--- config.mk ---
export PLATFORM = sky130hd
export DESIGN_NAME = selfcon_scan_ctrl
export DESIGN_NICKNAME = d
export VERILOG_FILES = /design/src/rtl/selfcon_pkg.sv /design/src/rtl/selfcon_delay_conv.sv /design/src/rtl/selfcon_scan_ctrl.sv
export SDC_FILE = /design/constraint.sdc
export NUM_CORES = 1
export LEC_CHECK = 0
export CORE_UTILIZATION = 35
export CTS_CLUSTER_DIAMETER = 40
export CTS_CLUSTER_SIZE = 14
export DETAILED_ROUTE_END_ITERATION = 10
export GPL_TIMING_DRIVEN = 0
export SYNTH_ARGS = -nofsm -noshare
export SYNTH_HDL_FRONTEND = slang
export SYNTH_SLANG_ARGS = --single-unit
--- constraint.sdc ---
create_clock -name clk -period 4.4 [get_ports clk]
set_input_delay 1.32 -clock clk [delete_from_list [all_inputs] [get_ports clk]]
set_output_delay 1.32 -clock clk [all_outputs]
set_load 0.02 [all_outputs]
--- src/rtl/selfcon_pkg.sv ---
// ============================================================================
// Module : selfcon_pkg
// Brief  : FSM state type and speed-to-delay constants for selfcon_scan_ctrl.
// Rev    : 1.0  initial release
// ============================================================================
`default_nettype none

package selfcon_pkg;

    typedef enum logic [2:0] {
        IDLE      = 3'd0,
        CUT_RST   = 3'd1,
        WAIT_LOW  = 3'd2,
        WAIT_OVER = 3'd3,
        EVAL      = 3'd4,
        UPDATE    = 3'd5,
        DONE      = 3'd6
    } state_t;

    // Speed codes above the threshold use the high offset.
    localparam int c_spd_thresh = 20;
    localparam int c_ofs_hi     = 1000;
    localparam int c_ofs_lo     = 900;
    localparam int c_scale      = 10;

endpackage

`default_nettype wire

--- src/rtl/selfcon_delay_conv.sv ---
// ============================================================================
// Module : selfcon_delay_conv
// Brief  : Combinational conversion of a captured speed code into ps delay.
// Rev    : 1.0  initial release
// ============================================================================
`default_nettype none

module selfcon_delay_conv
    import selfcon_pkg::*;
#(
    parameter int SPEED_W = 10,
    parameter int DELAY_W = 14
) (
    input  logic [SPEED_W-1:0] speed,
    output logic [DELAY_W-1:0] delay_ps
);

    logic [DELAY_W-1:0] w_speed_ext;
    logic [DELAY_W-1:0] w_scaled;
    logic               w_hi_regime;

    assign w_speed_ext = DELAY_W'(speed);
    assign w_scaled    = w_speed_ext * DELAY_W'(c_scale);
    assign w_hi_regime = (speed > SPEED_W'(c_spd_thresh));
    assign delay_ps    = w_hi_regime ? (w_scaled + DELAY_W'(c_ofs_hi))
                                     : (w_scaled + DELAY_W'(c_ofs_lo));

endmodule

`default_nettype wire

--- src/rtl/selfcon_scan_ctrl.sv ---
// ============================================================================
// Module : selfcon_scan_ctrl
// Brief  : Self-convergence controller driving ScanNum and CUT reset for BIST.
//          Optional watchdog enabled by defining SELFCON_WDOG_EN.
// Rev    : 1.0  initial release
// ============================================================================
`default_nettype none

module selfcon_scan_ctrl
    import selfcon_pkg::*;
#(
    parameter int SCAN_W     = 20,
    parameter int SPEED_W    = 10,
    parameter int DELAY_W    = 14,
    parameter int SCAN_START = 60,
    parameter int SCAN_BASE  = 10,
    parameter int EPS        = 10,
    parameter int K_TARGET   = 8,
    parameter int MAX_RUNS   = 32,
    parameter int RST_CYC    = 3,
    parameter int MULT_MAX   = 8,
    parameter int WDOG_CYC   = 500000
) (
    input  logic               clk,
    input  logic               rst_n,
    input  logic               go,
    input  logic               bist_over,
    input  logic [SPEED_W-1:0] speed,
    output logic [SCAN_W-1:0]  scan_num,
    output logic               bist_rst_n,
    output logic [DELAY_W-1:0] delay_ps,
    output logic [5:0]         run_cnt,
    output logic [3:0]         conv_cnt,
    output logic               busy,
    output logic               done,
    output logic               converged,
    output logic               timeout
);

    localparam int c_mult_lw = $clog2(MULT_MAX + 1);
    localparam int c_rst_w   = $clog2(RST_CYC + 1);
    localparam int c_sum_w   = SCAN_W + 1;
    localparam logic [SCAN_W:0] c_base = c_sum_w'(SCAN_BASE);

    state_t               r_state;
    state_t               w_state_next;
    logic [SCAN_W-1:0]    r_scan_num;
    logic                 r_bist_rst_n;
    logic [DELAY_W-1:0]   r_delay_lat;
    logic [DELAY_W-1:0]   r_delay_ps;
    logic [DELAY_W-1:0]   r_prev_delay;
    logic [5:0]           r_run_cnt;
    logic [3:0]           r_conv_cnt;
    logic [c_mult_lw-1:0] r_mult_log;
    logic [c_rst_w-1:0]   r_rst_cnt;
    logic                 r_converged;

    logic [DELAY_W-1:0]   w_delay_conv;
    logic [DELAY_W-1:0]   w_diff;
    logic                 w_step_conv;
    logic [SCAN_W:0]      w_incr;
    logic [SCAN_W:0]      w_scan_sum;
    logic [SCAN_W-1:0]    w_scan_sat;
    logic                 w_wdog_fire;
    logic                 w_busy;
    logic                 w_done;

    selfcon_delay_conv #(
        .SPEED_W (SPEED_W),
        .DELAY_W (DELAY_W)
    ) u_delay_conv (
        .speed    (speed),
        .delay_ps (w_delay_conv)
    );

    // Absolute difference, so a falling delay cannot wrap into a false result.
    assign w_diff      = (r_delay_lat >= r_prev_delay) ? (r_delay_lat - r_prev_delay)
                                                       : (r_prev_delay - r_delay_lat);
    assign w_step_conv = (r_run_cnt != 6'd0) && (w_diff <= DELAY_W'(EPS));

    // Multiplier is kept as a power-of-two exponent; increment = base << exp.
    assign w_incr      = c_base << r_mult_log;
    assign w_scan_sum  = {1'b0, r_scan_num} + w_incr;
    assign w_scan_sat  = w_scan_sum[SCAN_W] ? {SCAN_W{1'b1}} : w_scan_sum[SCAN_W-1:0];

    always_comb begin
        w_state_next = r_state;
        w_busy       = 1'b1;
        w_done       = 1'b0;
        case (r_state)
            IDLE: begin
                w_busy = 1'b0;
                if (go) w_state_next = CUT_RST;
            end
            DONE: begin
                w_busy = 1'b0;
                w_done = 1'b1;
                if (go) w_state_next = CUT_RST;
            end
            CUT_RST: begin
                if (r_rst_cnt == c_rst_w'(RST_CYC - 1)) w_state_next = WAIT_LOW;
            end
            WAIT_LOW: begin
                if (w_wdog_fire)     w_state_next = DONE;
                else if (!bist_over) w_state_next = WAIT_OVER;
            end
            WAIT_OVER: begin
                if (w_wdog_fire)    w_state_next = DONE;
                else if (bist_over) w_state_next = EVAL;
            end
            EVAL: begin
                w_state_next = UPDATE;
            end
            UPDATE: begin
                if ((r_conv_cnt == 4'(K_TARGET)) || (r_run_cnt == 6'(MAX_RUNS)))
                    w_state_next = DONE;
                else
                    w_state_next = CUT_RST;
            end
            default: begin
                w_state_next = IDLE;
            end
        endcase
    end

    always_ff @(posedge clk or negedge rst_n) begin
        if (!rst_n) begin
            r_state <= IDLE;
        end else begin
            r_state <= w_state_next;
        end
    end

    // CUT reset is registered from the next state: low exactly while in CUT_RST.
    always_ff @(posedge clk or negedge rst_n) begin
        if (!rst_n) begin
            r_bist_rst_n <= 1'b1;
            r_rst_cnt    <= '0;
        end else begin
            r_bist_rst_n <= (w_state_next != CUT_RST);
            r_rst_cnt    <= (r_state == CUT_RST) ? (r_rst_cnt + 1'b1) : '0;
        end
    end

    always_ff @(posedge clk or negedge rst_n) begin
        if (!rst_n) begin
            r_scan_num   <= SCAN_W'(SCAN_START);
            r_delay_lat  <= '0;
            r_delay_ps   <= '0;
            r_prev_delay <= '0;
            r_run_cnt    <= '0;
            r_conv_cnt   <= '0;
            r_mult_log   <= '0;
            r_converged  <= 1'b0;
        end else begin
            case (r_state)
                IDLE, DONE: begin
                    if (go) begin
                        r_scan_num   <= SCAN_W'(SCAN_START);
                        r_prev_delay <= '0;
                        r_run_cnt    <= '0;
                        r_conv_cnt   <= '0;
                        r_mult_log   <= '0;
                        r_converged  <= 1'b0;
                    end
                end
                WAIT_OVER: begin
                    if (w_state_next == EVAL) r_delay_lat <= w_delay_conv;
                end
                EVAL: begin
                    r_delay_ps   <= r_delay_lat;
                    r_prev_delay <= r_delay_lat;
                    r_run_cnt    <= r_run_cnt + 6'd1;
                    if (w_step_conv) begin
                        r_conv_cnt <= r_conv_cnt + 4'd1;
                        if (r_mult_log < c_mult_lw'(MULT_MAX)) r_mult_log <= r_mult_log + 1'b1;
                    end
                end
                UPDATE: begin
                    r_scan_num <= w_scan_sat;
                    if (r_conv_cnt == 4'(K_TARGET)) r_converged <= 1'b1;
                end
                default: begin
                end
            endcase
        end
    end

`ifdef SELFCON_WDOG_EN
    localparam int c_wdog_w = $clog2(WDOG_CYC + 1);

    logic [c_wdog_w-1:0] r_wdog_cnt;
    logic                r_timeout;
    logic                w_in_wait;

    assign w_in_wait   = (r_state == WAIT_LOW) || (r_state == WAIT_OVER);
    assign w_wdog_fire = w_in_wait && (r_wdog_cnt == c_wdog_w'(WDOG_CYC - 1));

    // Counts consecutive cycles in one wait state; any state change clears it.
    always_ff @(posedge clk or negedge rst_n) begin
        if (!rst_n) begin
            r_wdog_cnt <= '0;
            r_timeout  <= 1'b0;
        end else begin
            r_wdog_cnt <= (w_in_wait && (w_state_next == r_state)) ? (r_wdog_cnt + 1'b1) : '0;
            if (w_wdog_fire)
                r_timeout <= 1'b1;
            else if (((r_state == IDLE) || (r_state == DONE)) && go)
                r_timeout <= 1'b0;
        end
    end

    assign timeout = r_timeout;
`else
    // Without the watchdog the wait states never time out.
    assign w_wdog_fire = (WDOG_CYC < 0);
    assign timeout     = 1'b0;
`endif

    assign scan_num   = r_scan_num;
    assign bist_rst_n = r_bist_rst_n;
    assign delay_ps   = r_delay_ps;
    assign run_cnt    = r_run_cnt;
    assign conv_cnt   = r_conv_cnt;
    assign busy       = w_busy;
    assign done       = w_done;
    assign converged  = r_converged;

endmodule

`default_nettype wire

==> results_dict.tcl <==
set metrics [dict create \
    path_common_cell "clkbuf_1" \
    endpoint_kind "flop" \
    finalMaxSlewViolations 0 \
    drive_gt1_share_pct 5.98 \
    yosysWarnings 0 \
    drtIter0Drc 293 \
    ctsResizeCount 0 \
    grt_usage_pct 18.0 \
    rsz0062_at_grt "no" \
    yosys-top-cells-count "nand2_1 (87), dfrtp_1 (75), ha_1 (71)" \
    fp.dieW_um 139 \
    min_path_type "flop to flop" \
    cts-root-buf "clkbuf_16" \
    synth.cell_area_um2 6610 \
    synth_edf_count 0 \
    grt_max_degree 46 \
    fin_crit_sh_pct 90.1 \
    postLayoutCellArea_um2 7860 \
    reg2reg_depth 13 \
    crit_start "r_mult_log[2]$_DFFE_PN0P_" \
    worstSetupStartpointType "flop" \
    synth_top_cell_by_area "dfrtp_1" \
    cts_hold_buf 0 \
    synthCells 791 \
    clk_pin_slew_ns 0.07 \
    max_stage_delay_ns 0.54 \
    timing.fmax_mhz 252 \
    gp_congestion 0.873 \
    synth_cell_types 79 \
    synth.most_common_cell "nand2_1" \
    place_area_um2 7530 \
    n_antenna_cell 0 \
    initial_core_util_pct 36.3 \
    crit_chain "clkbuf_1, clkbuf_1, nor3_1, ha_1, a21o_1, a21o_1, a21oi_1, o21ai_1, o2111ai_1, a31oi_1, o21ai_1, clkbuf_1, a31oi_1" \
    final_antenna_net_count 0 \
    synth-seq-cells 80 \
    clock_sinks 80 \
    postCtsSetupBuffers 0 \
    post-dp-hpwl_um 13100 \
    crit_type "flop to flop" \
    ir_worst_vdd_uv 249 \
    core_area_um2 18200 \
    arrival_ns 4.16 \
    worst_slew_pin_slew_ns 0.790 \
    period_needed_ns 3.96 \
    synth_flop_cell "dfrtp_1" \
    grt_pass1_vias 5532 \
    rr_startpoint "r_mult_log[2]$_DFFE_PN0P_" \
    nets 953 \
    netlist_top_cells_area "dfrtp_1 (28%), ha_1 (13%), o21ai_0 (5.1%), nand2_1 (4.9%), a21oi_1 (4.3%)" \
    fin_skew_ns 0.00582 \
    cts_buffers 9 \
    p_per_area_nw_per_um2 762 \
    holdCritStartpoint "r_rst_cnt[0]$_DFF_PN0_" \
    crit_end "scan_num[17]$_DFFE_PN0P_" \
    drtPass1Iterations 5 \
    r2r-end "scan_num[17]$_DFFE_PN0P_" \
    rows 49 \
    max_cap_violations 0 \
    async_flop_share_pct 100 \
    antenna_found_initial 0 \
    avgSynthCellArea_um2 8.36 \
    crit_required_ns 4.60 \
    crit_fanout 10 \
    numPortBuffers 60 \
    regToRegSetupSlack_ns 0.44 \
    drt_wl_total_um 16800 \
    grt_first_pass_wirelength_um 28200 \
    cts_buffer_depth 2 \
    drc 0 \
    p_leak_nw 3.50 \
    cts_tree "built" \
    status "completed" \
    ios 63 \
    whs_ns 0.426 \
    critical_path.slowest_cell "o21ai_1" \
    setup_viol 0 \
    hold_viol_final 0 \
    htreeDepth 3 \
    die_y_um 139 \
    synth_top_area_share_pct 28.4 \
    via_count 5834 \
    insertion_delay_ns 0.34 \
    max_slew_margin_pct 46.8 \
    viasPerCell 5.31 \
    n_fill_cell 1804 \
    dieArea_um2 19400 \
    overflow 0 \
    detail_route.wl_per_cell_um 15.3 \
    yosysSeqAreaShare_pct 30.4 \
    syn_to_final_growth_pct 18.8 \
]
==> worst max-delay path, delay by kind of cell, from the launching register on <==
family / cells / cell delay (ns)
AOI/OAI and AO/OA: 8 / 1.77
DFF: 1 / 0.34
and+or+nand+nor: 1 / 0.13
adders and majority gates: 1 / 0.36
buffers and inverters: 3 / 1.22
==> flip-flops by register name, summed over array words and instances, names as in the netlist <==
| register | count |
|---|---|
| run_cnt | 6 |
| scan_num | 20 |
| r_rst_cnt | 2 |
| delay_ps | 13 |
| r_state | 3 |
| bist_rst_n | 1 |
| conv_cnt | 4 |
| r_mult_log | 4 |
| converged | 1 |
| r_delay_lat | 13 |
| r_prev_delay | 13 |
==> metrics by stage <==
stage | util [%] | total power, mW | setup TNS (ns) | setup slack (ns) | std cells
2_1_floorplan | - | 4.11 | 0 | 0.944 | 792
3_3_place_gp | 41.2 | 5.10 | -91.63 | -1.22 | 1081
3_5_place_dp | 41.3 | 5.13 | 0 | 0.0462 | 1082
4_1_cts | 43.1 | 6.01 | 0 | 0.435 | 1098
5_1_grt | 43.1 | 6.52 | 0 | 0.0844 | 1098
6_report | 43.1 | 5.99 | 0 | 0.435 | 1098
==> worst min path at each step <==
stage | to | depth (start not counted)
global placement | r_rst_cnt[0]$_DFF_PN0_ | 1
global route | r_rst_cnt[0]$_DFF_PN0_ | 1
finish | r_rst_cnt[0]$_DFF_PN0_ | 1
floorplan | r_rst_cnt[0]$_DFF_PN0_ | 1
detailed placement | r_rst_cnt[0]$_DFF_PN0_ | 1
CTS | r_rst_cnt[0]$_DFF_PN0_ | 1
==> kinds of logic after synthesis <==
family	after synthesis	share of synthesized area [%]
simple gates	246	18.5
other cells	1	0.0567
fa+ha+maj	75	14.6
mux	13	2.10
compound gates	242	23.3
buf+inv	98	6.30
xor+xnor	36	4.77
flops	80	30.4
==> layout make-up <==
type,count,area (um^2),area share (%)
Timing Repair Buffer,61,626,7.96
Clock inverter,6,90.1,1.15
Multi-Input combinational cell,614,4190,53.3
Tap cell,229,287,3.65
Clock buffer,10,239,3.04
Buffer,38,191,2.44
Sequential cell,80,2010,25.6
Inverter,60,225,2.87
==> placed cells by master (no fill, tap or decap), drive strengths merged, types with 16 or more instances in the layout <==
cell and instances:
inv 62, clkbuf 35, xnor2 21, o21ai 79
ha 71, dfrtp 75, nor2 48, nand3 27
nor3 17, clkdlybuf4s50 59, nand2 87, a21oi 58
a31oi 16
==> layer usage <==
layer / vias to the layer above / share of wire [%] / global-route usage, %
li1: 2986 / - / -
met4: 0 / 1.9 / 5.26
met5: - / 0 / 0
met1: 2719 / 48 / 24.2
met3: 19 / 3.3 / 2.58
met2: 110 / 46 / 30.1
==> power breakdown <==
part	switching [mW]	leakage [nW]	internal [mW]
combinational	2.31	2.29	1.60
sequential	0.224	1.05	1.00
clock	0.332	0.159	0.516
Note: power is estimated with default switching activity, not from simulation.
